File: config.mk
export PLATFORM = sky130hd
export DESIGN_NAME = i2s_tx_master
export DESIGN_NICKNAME = d
export VERILOG_FILES = /design/src/rtl/i2s_tx_master.sv
export SDC_FILE = /design/constraint.sdc
export NUM_CORES = 1
export LEC_CHECK = 0
export CORE_ASPECT_RATIO = 0.8
export CORE_MARGIN = 8
export CORE_UTILIZATION = 54
export DETAILED_ROUTE_END_ITERATION = 10
export PLACE_DENSITY = 0.83
export RECOVER_POWER = 25
export REMOVE_ABC_BUFFERS = 1
export SLEW_MARGIN = 20
export SYNTH_ARGS = -nofsm -noshare
export SYNTH_HDL_FRONTEND = slang
export SYNTH_SLANG_ARGS = --single-unit
File: constraint.sdc
create_clock -name CLK_IP_i -period 3.3 [get_ports CLK_IP_i]
set_clock_uncertainty 0.1 [all_clocks]
set_input_delay 0.99 -clock CLK_IP_i [delete_from_list [all_inputs] [get_ports CLK_IP_i]]
set_output_delay 0.99 -clock CLK_IP_i [all_outputs]
set_load 0.005 [all_outputs]
File: src/rtl/i2s_tx_master.sv
// i2s_tx_master: I2S master transmitter with frame FIFO, bitclk/LRCLK generation and frame counter.
module i2s_tx_master #(
    parameter int CLK_DIV       = 4,
    parameter int DATA_WIDTH    = 16,
    parameter int SLOT_WIDTH    = 32,
    parameter int FIFO_DEPTH    = 8,
    parameter int WORDCNT_WIDTH = 16
) (
    input  logic                         CLK_IP_i,
    input  logic                         RST_IP_n_i,
    input  logic                         enable_i,
    input  logic                         sample_wr_i,
    input  logic [DATA_WIDTH-1:0]        sample_l_i,
    input  logic [DATA_WIDTH-1:0]        sample_r_i,
    output logic                         fifo_full_o,
    output logic [$clog2(FIFO_DEPTH):0]  fifo_level_o,
    input  logic                         sticky_clr_i,
    output logic                         underrun_o,
    output logic                         overflow_o,
    output logic                         bitclk_o,
    output logic                         lrclk_o,
    output logic                         sdata_o,
    output logic [WORDCNT_WIDTH-1:0]     wordcnt_o,
    output logic                         busy_o
);
    localparam int AW = $clog2(FIFO_DEPTH);
    localparam int LW = AW + 1;
    localparam int IW = $clog2(2 * SLOT_WIDTH);
    localparam int CW = (CLK_DIV > 1) ? $clog2(CLK_DIV) : 1;
    localparam logic [CW-1:0] DIV_LAST = CW'(CLK_DIV - 1);
    localparam logic [IW-1:0] IDX_LAST = IW'(2 * SLOT_WIDTH - 1);
    localparam logic [IW-1:0] IDX_SLOT = IW'(SLOT_WIDTH);
    localparam logic [IW-1:0] IDX_L    = IW'(1);
    localparam logic [IW-1:0] IDX_R    = IW'(SLOT_WIDTH + 1);
    localparam logic [LW-1:0] LVL_FULL = LW'(FIFO_DEPTH);

    typedef enum logic [1:0] {IDLE, RUN, DRAIN} state_t;

    state_t                    state_q, state_d;
    logic [CW-1:0]             div_q, div_d;
    logic [IW-1:0]             idx_q, idx_d, idx_nxt;
    logic [SLOT_WIDTH-1:0]     shift_q, shift_d, ld_word, sh_src;
    logic [DATA_WIDTH-1:0]     right_q, right_d, ld_val;
    logic [WORDCNT_WIDTH-1:0]  wordcnt_q, wordcnt_d;
    logic [AW-1:0]             wr_ptr_q, wr_ptr_d, rd_ptr_q, rd_ptr_d;
    logic [LW-1:0]             level_q, level_d;
    logic                      full_q, full_d, bitclk_q, bitclk_d, lrclk_q, lrclk_d;
    logic                      sdata_q, sdata_d, under_q, under_d, over_q, over_d, busy_q, busy_d;
    logic                      tick, fall, wrap, ld, pop_req, pop, push;
    logic [2*DATA_WIDTH-1:0]   mem_q [FIFO_DEPTH];
    logic [2*DATA_WIDTH-1:0]   head;

    assign head = mem_q[rd_ptr_q];
    assign push = sample_wr_i && !full_q;

    always_comb begin
        state_d   = state_q;
        div_d     = div_q;
        idx_d     = idx_q;
        shift_d   = shift_q;
        right_d   = right_q;
        wordcnt_d = wordcnt_q;
        bitclk_d  = bitclk_q;
        lrclk_d   = lrclk_q;
        sdata_d   = sdata_q;
        tick      = (state_q != IDLE) && (div_q == DIV_LAST);
        fall      = tick && bitclk_q;
        idx_nxt   = (idx_q == IDX_LAST) ? '0 : idx_q + 1'b1;
        wrap      = fall && (idx_q == IDX_LAST);
        ld        = (idx_nxt == IDX_L) || (idx_nxt == IDX_R);
        // Left sample is popped one bit after the LRCLK edge (I2S delay); right waits in right_q
        pop_req   = fall && (idx_nxt == IDX_L) && (state_q == RUN);
        pop       = pop_req && (level_q != '0);
        ld_val    = (idx_nxt == IDX_L) ? (pop ? head[2*DATA_WIDTH-1:DATA_WIDTH] : '0) : right_q;
        ld_word   = {ld_val, {(SLOT_WIDTH-DATA_WIDTH){1'b0}}};
        sh_src    = ld ? ld_word : shift_q;
        if (pop_req)
            right_d = pop ? head[DATA_WIDTH-1:0] : '0;
        if (state_q == IDLE) begin
            div_d    = '0;
            idx_d    = '0;
            shift_d  = '0;
            bitclk_d = 1'b0;
            lrclk_d  = 1'b0;
            sdata_d  = 1'b0;
            state_d  = enable_i ? RUN : IDLE;
        end else begin
            div_d    = tick ? '0 : div_q + 1'b1;
            bitclk_d = bitclk_q ^ tick;
            if (fall) begin
                idx_d     = idx_nxt;
                lrclk_d   = idx_nxt >= IDX_SLOT;
                sdata_d   = sh_src[SLOT_WIDTH-1];
                shift_d   = sh_src << 1;
                wordcnt_d = wordcnt_q + WORDCNT_WIDTH'(wrap);
            end
            state_d = enable_i ? RUN : (wrap ? IDLE : DRAIN);
        end
        wr_ptr_d = wr_ptr_q + AW'(push);
        rd_ptr_d = rd_ptr_q + AW'(pop);
        level_d  = level_q + LW'(push) - LW'(pop);
        full_d   = level_d == LVL_FULL;
        under_d  = (pop_req && !pop) || (under_q && !sticky_clr_i);
        over_d   = (sample_wr_i && full_q) || (over_q && !sticky_clr_i);
        busy_d   = state_d != IDLE;
    end

    always_ff @(posedge CLK_IP_i or negedge RST_IP_n_i) begin
        if (!RST_IP_n_i) begin
            state_q   <= IDLE;
            div_q     <= '0;
            idx_q     <= '0;
            shift_q   <= '0;
            right_q   <= '0;
            wordcnt_q <= '0;
            wr_ptr_q  <= '0;
            rd_ptr_q  <= '0;
            level_q   <= '0;
            full_q    <= 1'b0;
            bitclk_q  <= 1'b0;
            lrclk_q   <= 1'b0;
            sdata_q   <= 1'b0;
            under_q   <= 1'b0;
            over_q    <= 1'b0;
            busy_q    <= 1'b0;
        end else begin
            state_q   <= state_d;
            div_q     <= div_d;
            idx_q     <= idx_d;
            shift_q   <= shift_d;
            right_q   <= right_d;
            wordcnt_q <= wordcnt_d;
            wr_ptr_q  <= wr_ptr_d;
            rd_ptr_q  <= rd_ptr_d;
            level_q   <= level_d;
            full_q    <= full_d;
            bitclk_q  <= bitclk_d;
            lrclk_q   <= lrclk_d;
            sdata_q   <= sdata_d;
            under_q   <= under_d;
            over_q    <= over_d;
            busy_q    <= busy_d;
        end
    end

    always_ff @(posedge CLK_IP_i) begin
        if (push)
            mem_q[wr_ptr_q] <= {sample_l_i, sample_r_i};
    end

    assign fifo_full_o  = full_q;
    assign fifo_level_o = level_q;
    assign underrun_o   = under_q;
    assign overflow_o   = over_q;
    assign bitclk_o     = bitclk_q;
    assign lrclk_o      = lrclk_q;
    assign sdata_o      = sdata_q;
    assign wordcnt_o    = wordcnt_q;
    assign busy_o       = busy_q;
endmodule

# Yosys cells after proc, flatten, opt, wreduce, memory -nomap -nowiden
# Memories as Yosys holds them, arrays and structs flattened.
# Cells that the tools add are included.
[classes]
n_eq_ne = 6
muxes = 22
reduce_logical = 23
n_lt_le_gt_ge = 1
add_sub_neg = 7
n_bitwise = 2
[ops]
columns = ["op", "count"]
rows = [
  ["$mux 32", 3],
  ["$mux 16", 3],
  ["$mux 6", 3],
  ["$add 16x1->16", 1],
  ["$eq 6x6->1 const B", 2],
  ["$logic_and 1x1->1", 11],
  ["$mux 2", 5],
  ["$mux 1", 8],
  ["$add 3x1->3", 2],
  ["$add 6x1->6 const B", 1],
  ["$eq 6x1->1 const B", 1],
  ["$ge 6x6->1 const B", 1],
  ["$reduce_bool 2->1", 3],
  ["$add 4x1->4", 1],
  ["$eq 4x4->1 const B", 1],
  ["$reduce_bool 4->1", 1],
  ["$sub 4x1->4", 1],
  ["$logic_not 1->1", 3],
  ["$logic_or 1x1->1", 3],
  ["$add 2x1->2 const B", 1],
  ["$eq 2x1->1 const B", 1],
  ["$eq 2x2->1 const B", 1],
  ["$logic_not 2->1", 1],
  ["$reduce_and 2->1", 1],
  ["2 further kinds", 2],
]
[word_totals]
in_bits = 37
n_memories = 1
output_inout_bits = 27
reg_bits = 91
elab_cells = 78
mem_bits_rw = 256
[mem_list]
columns = ["memory", "words", "word_bits", "read_ports", "rd_ports_with_merged_regs", "write_ports", "line", "text"]
rows = [
  ["mem_q", 8, 32, 1, 0, 1, "50", "logic [2*DATA_WIDTH-1:0] mem_q [FIFO_DEPTH];"],
]

# Longest topological paths before layout
[logic_depth]
word_depth = 11
depth_mapped = 16
depth_no_buf = 13

# Worst setup path before layout
# OpenSTA, ideal clock, no wires.
[synth_timing]
path_type = "input to register"
from = "input port sample_wr_i"
to = "memory mem_q[0][0] (netlist bit) (enable)"
setup_ps = 461
cell_stages = 3
setup_slack_ps = -813
required_time_ps = 2739
arrival_ps = 3552
n_path_buf = 0
path_cell_list = "nor2b_1 nand2b_1 nor3_1"
[synth_via]
elab_chain_cells = 3
[synth_lines]
columns = ["item", "line", "text"]
rows = [
  ["from (decl)", "12", "input logic sample_wr_i,"],
  ["$logic_and 1x1->1", "54", "assign push = sample_wr_i && !full_q;"],
  ["$mux 1", "147", "if (push)"],
  ["$mux 1 (implied by the code)", "148", "mem_q[wr_ptr_q] <= {sample_l_i, sample_r_i};"],
  ["to (decl)", "50", ""],
]
# Every way passes these cells.

# Worst setup path in the final report
[layout_timing]
from = "register idx_q[0]"
to = "register full_q, in the netlist fifo_full_o"
[layout_via]
elab_chain_cells = 8
elab_cells_between_ends = 9
classes_between = "add/sub: 2; eq/ne: 3; mux: 1; reduce/logical: 3"
[layout_lines]
columns = ["item", "line", "text"]
rows = [
  ["from (decl)", "41", "logic [IW-1:0] idx_q, idx_d, idx_nxt;"],
  ["from (signal assigned)", "129", "idx_q <= idx_d;"],
  ["$add 6x1->6 or $eq 6x6->1 (tied branches)", "68", "idx_nxt = (idx_q == IDX_LAST) ? '0 : idx_q + 1'b1;"],
  ["$mux 6 *", "68", ""],
  ["$eq 6x1->1 *", "72", "pop_req = fall && (idx_nxt == IDX_L) && (state_q == RUN);"],
  ["$logic_and 1x1->1 * (2 in series)", "72", ""],
  ["$logic_and 1x1->1 *", "73", "pop = pop_req && (level_q != '0);"],
  ["$sub 4x1->4 *", "101", "level_d = level_q + LW'(push) - LW'(pop);"],
  ["via level_d[3]", "46", "logic [LW-1:0] level_q, level_d;"],
  ["$eq 4x4->1 *", "102", "full_d = level_d == LVL_FULL;"],
  ["via full_d", "47", "logic full_q, full_d, bitclk_q, bitclk_d, lrclk_q, lrclk_d;"],
  ["to (signal assigned)", "136", "full_q <= full_d;"],
  ["to (decl)", "47", ""],
]
# Mark *: on every way through the listed nets, which the timed path passes. The rest lies on a longest branch.
# A chain may end at the register's enable or synchronous reset.

==> metrics.md <==
| Metric | Value |
|---|---|
| Synth Area in Adders | `1.58%` |
| Largest net degree at the start of global routing | `50` |
| Flop pwr share | `50.3%` |
| YS warnings | `0` |
| Slew Limit Fails | `37` |
| Starting Density | `54.4%` |
| Vias in the first global route | `7156` |
| Std cell rows | `51` |
| Worst relative slew slack | `-33.2%` |
| Combinational Power Share | `17.3%` |
| Pre-Repair DR Iteration Count | `5` |
| Crit share post-route | `93.6%` |
| Reg-to-Reg Start | `idx_q[0]$_DFFE_PN0P_` |
| Slowest-stage cell, CP | `dfrtp_1` |
| R2R cell count | `12` |
| Buf/Inv on CP | `1` |
| Fmax achieved | `324 MHz` |
| Clk_lat worst skew | `550 ps` |
| Switching part of the total power | `25.1%` |
| Yosys cell types | `44` |
| Commonest non-fill, non-tap cells in the layout | `256 x edfxtp_1, 71 x dfrtp_1, 64 x mux4_2, 48 x nand2_1, 47 x clkdlybuf4s50_1` |
| CTS sink cnt | `330` |
| Worst Tran Pin Value | `2000 ps` |
| Htree depth | `1` |
| Core box area | `24100 µm²` |
| Switch Pwr | `2700 µW` |
| Detailed Place HPWL | `15400 µm` |
| Status | `finished, violations left` |
| Tightest Hold Check Type | `register to register` |
| Root buffer cell | `clkbuf_16` |
| Crit-path max cell delay | `420 ps` |
| Fin nets | `880` |
| GRT overflow | `0` |
| Multiplexer area fraction after synthesis | `13.8%` |
| CTS clk-pin slew, worst paths | `60 ps` |
| Crit path time final | `3090 ps` |
| Critical Path End Type | `register` |
| IO buf count | `63` |
| TritonCTS Buffers | `30` |
| DRC | `0` |
| Worst hold margin | `351 ps` |
| Initial antenna violation count | `0` |
| Crit path kind | `register to register` |
| CTS hold repair buffers | `0` |
| CP required | `3640 ps` |
| Tot GR Track Use | `17.5%` |
| Ratio of cells with drive above 1 in the final layout | `18.9%` |
| Int Pwr | `8040 µW` |
| Mean post-synth cell area | `17.7 µm²` |
| Final setup violation count | `0` |
| Worst hold endpoint | `div_q[0]$_DFF_PN0_` |
| DR WL/cell | `21.8 µm` |
| Cells after Synth | `740` |
| XOR/XNOR share of the synthesized area | `1.53%` |
| DR iter-0 viols | `666` |
| Die H | `155 µm` |
| Commonest non-fill, non-tap cell in the layout | `edfxtp_1` |
| Vias per inst | `5.86` |
| Max IR drop VDD | `0.000532 V` |
| TritonCTS clock tree | `built` |
| First-pass GRT wire length | `40300 µm` |
| Leak | `0.00521 µW` |
| Failing checks | `capacitance limit, slew limit` |
| Hold path depth | `1` |
| Area after DPL | `14400 µm²` |
| # Max-Cap Violations | `1` |
| Crit path top cell by count | `ha_1` |
| PwrDens | `695 nW/µm²` |
| Element type at the critical path start | `register` |
| Hold Crit Start | `div_q[0]$_DFF_PN0_` |
| Main combinational cell family by area after synthesis | `multiplexers` |
| Post-route cell area | `15400 µm²` |
| Io pins | `64` |
| Antenna-violating nets left | `0` |
| Reg2Reg Setup Slack | `210 ps` |
| Arrival time at the worst endpoint | `3430 ps` |
| Sequential area share after synthesis | `72.7%` |
| Clock power frac | `32.5%` |
| CTS max path bufs | `3` |
| Synthesis-stage register bit count | `330` |
| Final Hold Vio Count | `0` |
| Synth Cell Area | `13100 µm²` |
| Routability cong. | `0.792` |
| Crit-path max FO | `5` |
| Drt total wl | `25500 µm` |
| Simple-gate share of the synthesized area | `5.53%` |
| Critical path, cell by cell | `ha_1 -> nor4b_2 -> a41oi_1 -> a311o_2 -> nor2_2 -> ha_1 -> inv_1 -> ha_1 -> a21o_1 -> a21oi_1 -> xor2_1 -> nor4b_1` |
| RSZ-0062 raised after global routing | `no` |
| Synth Area in Compound Gates | `3.30%` |
| Top delay family on crit path | `compound AO/OA/AOI/OAI gates` |
| Synth-to-layout area growth | `17.6%` |
| N_diodes | `0` |
| Die Wd | `190 µm` |
| Area of the die | `29600 µm²` |
| R2R Path End | `fifo_full_o$_DFF_PN0_` |
| Via count | `6852` |
==> power groups by stage <==
stage / sequential [µW] / clock (µW) / combinational (µW)
floorplan: 5500 / 0 / 1070
global placement: 5450 / 0 / 1820
detailed placement: 5480 / 0 / 1880
CTS: 5400 / 3540 / 1900
global route: 5450 / 3700 / 2020
finish: 5400 / 3490 / 1850
==> worst max-delay path by stage <==
stage | start | endpoint | slack [ps] | depth (start not counted)
2_1_floorplan | sample_wr_i | mem_q[0][0]$_DFFE_PP_ | -810 | 3
3_3_place_gp | sample_wr_i | fifo_full_o$_DFF_PN0_ | 20 | 9
3_5_place_dp | sample_wr_i | fifo_full_o$_DFF_PN0_ | -20 | 9
4_1_cts | idx_q[0]$_DFFE_PN0P_ | fifo_full_o$_DFF_PN0_ | 130 | 12
5_1_grt | idx_q[0]$_DFFE_PN0P_ | fifo_full_o$_DFF_PN0_ | 50 | 12
6_report | idx_q[0]$_DFFE_PN0P_ | fifo_full_o$_DFF_PN0_ | 210 | 12
==> what timing repair did <==
item / CTS / global route
setup endpoints to repair: 0 / 1
setup buffers: 0 / 0
hold endpoints to repair: 0 / 0
gates resized for setup: 0 / 2
==> Yosys cell counts (all sizes together) <==
cell | instances | share of area (%)
a31oi | 15 | 0.71
inv | 14 | 0.40
nor3 | 6 | 0.23
nand3 | 8 | 0.31
nand2b | 3 | 0.14
a311oi | 1 | 0.067
or3 | 17 | 0.81
o22ai | 1 | 0.048
and4 | 1 | 0.067
fa | 1 | 0.15
xor2 | 9 | 0.60
nor2 | 53 | 1.5
nor4b | 2 | 0.13
or2 | 1 | 0.048
nand4 | 8 | 0.38
a311o | 1 | 0.076
mux2 | 3 | 0.26
and2 | 4 | 0.19
clkbuf | 18 | 0.52
xnor2 | 14 | 0.93
a211oi | 1 | 0.057
a21o | 1 | 0.057
edfxtp | 256 | 59
o21ai | 3 | 0.11
nand3b | 1 | 0.057
nor2b | 1 | 0.048
a41oi | 1 | 0.067
ha | 15 | 1.4
mux4 | 64 | 11
and3 | 3 | 0.18
buf | 20 | 0.71
a21oi | 5 | 0.19
mux2i | 33 | 2.5
nor4 | 1 | 0.048
dfrtp | 74 | 14
o31ai | 31 | 1.8
o21bai | 1 | 0.057
o311a | 1 | 0.076
nand2 | 48 | 1.4
==> metrics by stage <==
step           instances  power (µW)  setup slack, ps  util, %  setup TNS [ps]
2_1_floorplan        702        6570             -813        -          -67190
3_3_place_gp        1113        7270             15.7     59.8               0
3_5_place_dp        1113        7360            -23.0     59.8           -23.0
4_1_cts             1169       10800              126     64.0               0
5_1_grt             1169       11200             51.2     64.0               0
6_report            1169       10700              211     64.0               0
==> layer usage <==
metal	track usage [%]	vias to the layer above	part of all wire, %
met5	0	-	0
met4	4.24	0	2.2
met3	2.82	45	5.2
met1	24.5	3536	44
li1	-	3072	-
met2	28.5	199	48
==> state kept, by name (all words and copies together) (netlist names) <==
register / cells
bitclk_o: 1
busy_o: 1
div_q: 2
fifo_full_o: 1
fifo_level_o: 4
idx_q: 6
lrclk_o: 1
mem_q: 256
overflow_o: 1
rd_ptr_q: 3
right_q: 16
sdata_o: 1
shift_q: 15
state_q: 2
underrun_o: 1
wordcnt_o: 16
wr_ptr_q: 3
==> cell families after synthesis <==
kind of cell / after synthesis
AOI/OAI and AO/OA: 62
DFF: 330
and+or+nand+nor: 157
buffers and inverters: 52
adders and majority gates: 16
xor gates and xnor gates: 23
muxes: 100
==> final cells by class <==
class                           instances  area [µm²]
Fill cell                            1603        8680
Clock buffer                           39         805
Sequential cell                       330        9550
Clock inverter                         17         200
Inverter                               14        52.6
Tap cell                              318         398
Multi-Input combinational cell        358        3450
Timing Repair Buffer                   93         987
(Power assumes the default switching activity.)
==> patch: new RTL, config.mk and constraints unchanged <==
Register the output `wordcnt_o` once more; this adds one clock of latency there. The other outputs are not delayed to match.
--- a/src/rtl/i2s_tx_master.sv
+++ b/src/rtl/i2s_tx_master.sv
@@ -155,7 +155,9 @@
     assign bitclk_o     = bitclk_q;
     assign lrclk_o      = lrclk_q;
     assign sdata_o      = sdata_q;
-    assign wordcnt_o    = wordcnt_q;
+    always_ff @(posedge CLK_IP_i) begin
+        wordcnt_o <= wordcnt_q;
+    end
     assign busy_o       = busy_q;
 endmodule
 
Behaviour: no difference found for any inputs over 10 cycles, from zero or initial values and one cycle with RST_IP_n_i low; that may be too few to reach the edited logic, so the function may still have changed.
==> patch against the original RTL <==
- the run still ends with capacitance limit, slew limit left
- synthesized area up 3.2%
- sequential cell count up 16
- non-clock buffer count down 7
- power up 2.6%
- die area up 2.9%
- maximum frequency up 1.0%
- cell area up 2.0%
- sequential share of layout area up 0.83 points
- wire length up 2.6%
- largest power group unchanged
- worst setup slack better by 0.032 ns
- count of clock-buffer cells in the layout down 3
==> patch: results (changes against the original RTL) <==
- Global-route wire length before repair: 41,000 um (+1.6%)
* Global-route track usage on met1: 24.8% (+0.27 points)
* Detailed route wirelength on metal3: 1970 um (+48%)
- The global-route usage over all layers came to 17.5% (about the same).
* Number of different library cells in the post-synthesis netlist: 49 (+11%)
- The pin count of the biggest net entering global routing is 69 (+38%).
- Slowest stage cell on the critical path: sky130_fd_sc_hd__fa_1
- The average routed wire per standard cell came to 22.4 um (+2.7%).
- The routed length on met1 came to 11,100 um (-2.2%).
- The compound-gate portion of the synthesized area is 4.32% (+1.0 points).
* Routed vias/inst: 5.99 (+2.2%)
* Top cells by area, synth: sky130_fd_sc_hd__edfxtp_1 (57%), sky130_fd_sc_hd__dfrtp_1 (14%), sky130_fd_sc_hd__mux4_2 (11%)
- The post-synthesis average cell area was 18.3 um^2 (+3.4%).
- The share of cell area taken by muxes after synthesis is 13.2% (-0.51 points).
- The ratio of cells with drive above 1 in the final layout is 18.5% (-0.44 points).
- Adder-cell area share of the yosys netlist: 1.53% (-0.049 points)
* Largest stage delay on the critical path: 0.46 ns (+0.04 ns)
- The total count of max-transition violations in the final report was 69 (+86%).
* Endpoint of the worst hold-timing path: wordcnt_o[14]$_DFF_P_
- The detailed-routed wire length on met2 was 12,500 um (+2.3%).
* Max-slew headroom: -16.6% (+17 points)
- Failing checks: capacitance limit, slew limit
- Worst hold start: wordcnt_q[14]$_DFFE_PN0P_
- Worst reg-to-reg setup slack: 0.24 ns (+0.03 ns)
* Outcome: finished, violations left
- The final routed wirelength across all metal layers came to 26,200 um (+2.6%).
- Max-cap violation count: 1 (unchanged)
* Sequential share of the synthesized area: 72.8% (+0.10 points)
- Pleak: 5.44 nW (+4.4%)
* WP data arrival: 3.41 ns (-0.02 ns)
- GPL Wtd Cong: 0.790 (-0.33%)
[patch: where the power goes]
group          internal, W  switching (W)
logic             0.000866       0.000951
clock network      0.00205        0.00155
registers          0.00532       0.000282
[patch: per-stage QoR]
stage / TNS (ns) / hold slack, ns / cell area [um^2]
final: 0 / 0.294 / 15700
after global routing: 0 / 0.318 / 15700
after CTS: 0 / 0.296 / 15700
after detailed placement: -0.0818 / 0.275 / 14700
after global placement: 0 / 0.267 / 14700
after floorplan: -68.26 / 0.247 / 13300
[patch: what timing repair did]
action | CTS | global route
hold buffers | 0 | 0
endpoints found under the setup margin | 0 | 1
gates resized for setup | 0 | 2
[patch: how the worst max path moves through the flow]
stage                              start               endpoint  slack (ns)  cells past startpoint
floorplan                    sample_wr_i  mem_q[0][0]$_DFFE_PP_       -0.81                      3
CTS                 idx_q[0]$_DFFE_PN0P_  fifo_full_o$_DFF_PN0_        0.06                     10
finish              idx_q[0]$_DFFE_PN0P_  fifo_full_o$_DFF_PN0_        0.24                     10
detailed placement           sample_wr_i  fifo_full_o$_DFF_PN0_       -0.08                      9
global route        idx_q[0]$_DFFE_PN0P_  fifo_full_o$_DFF_PN0_        0.03                     12
global placement             sample_wr_i  fifo_full_o$_DFF_PN0_        0.01                      9
[patch: cell type report]
type / instances / area (um^2)
Inverter: 13 / 48.8
Clock inverter: 22 / 233
Fill cell: 1707 / 9240
Timing Repair Buffer: 86 / 920
Multi-Input combinational cell: 341 / 3480
Clock buffer: 36 / 795
Tap cell: 324 / 405
Sequential cell: 346 / 9870
[patch: critical path: cells and delay by family, from the launching register on]
kind            cells  cell delay, ns
flops               1            0.45
simple gates        3            0.81
fa+ha+maj           4            1.26
buf+inv             1            0.06
compound gates      2            0.29
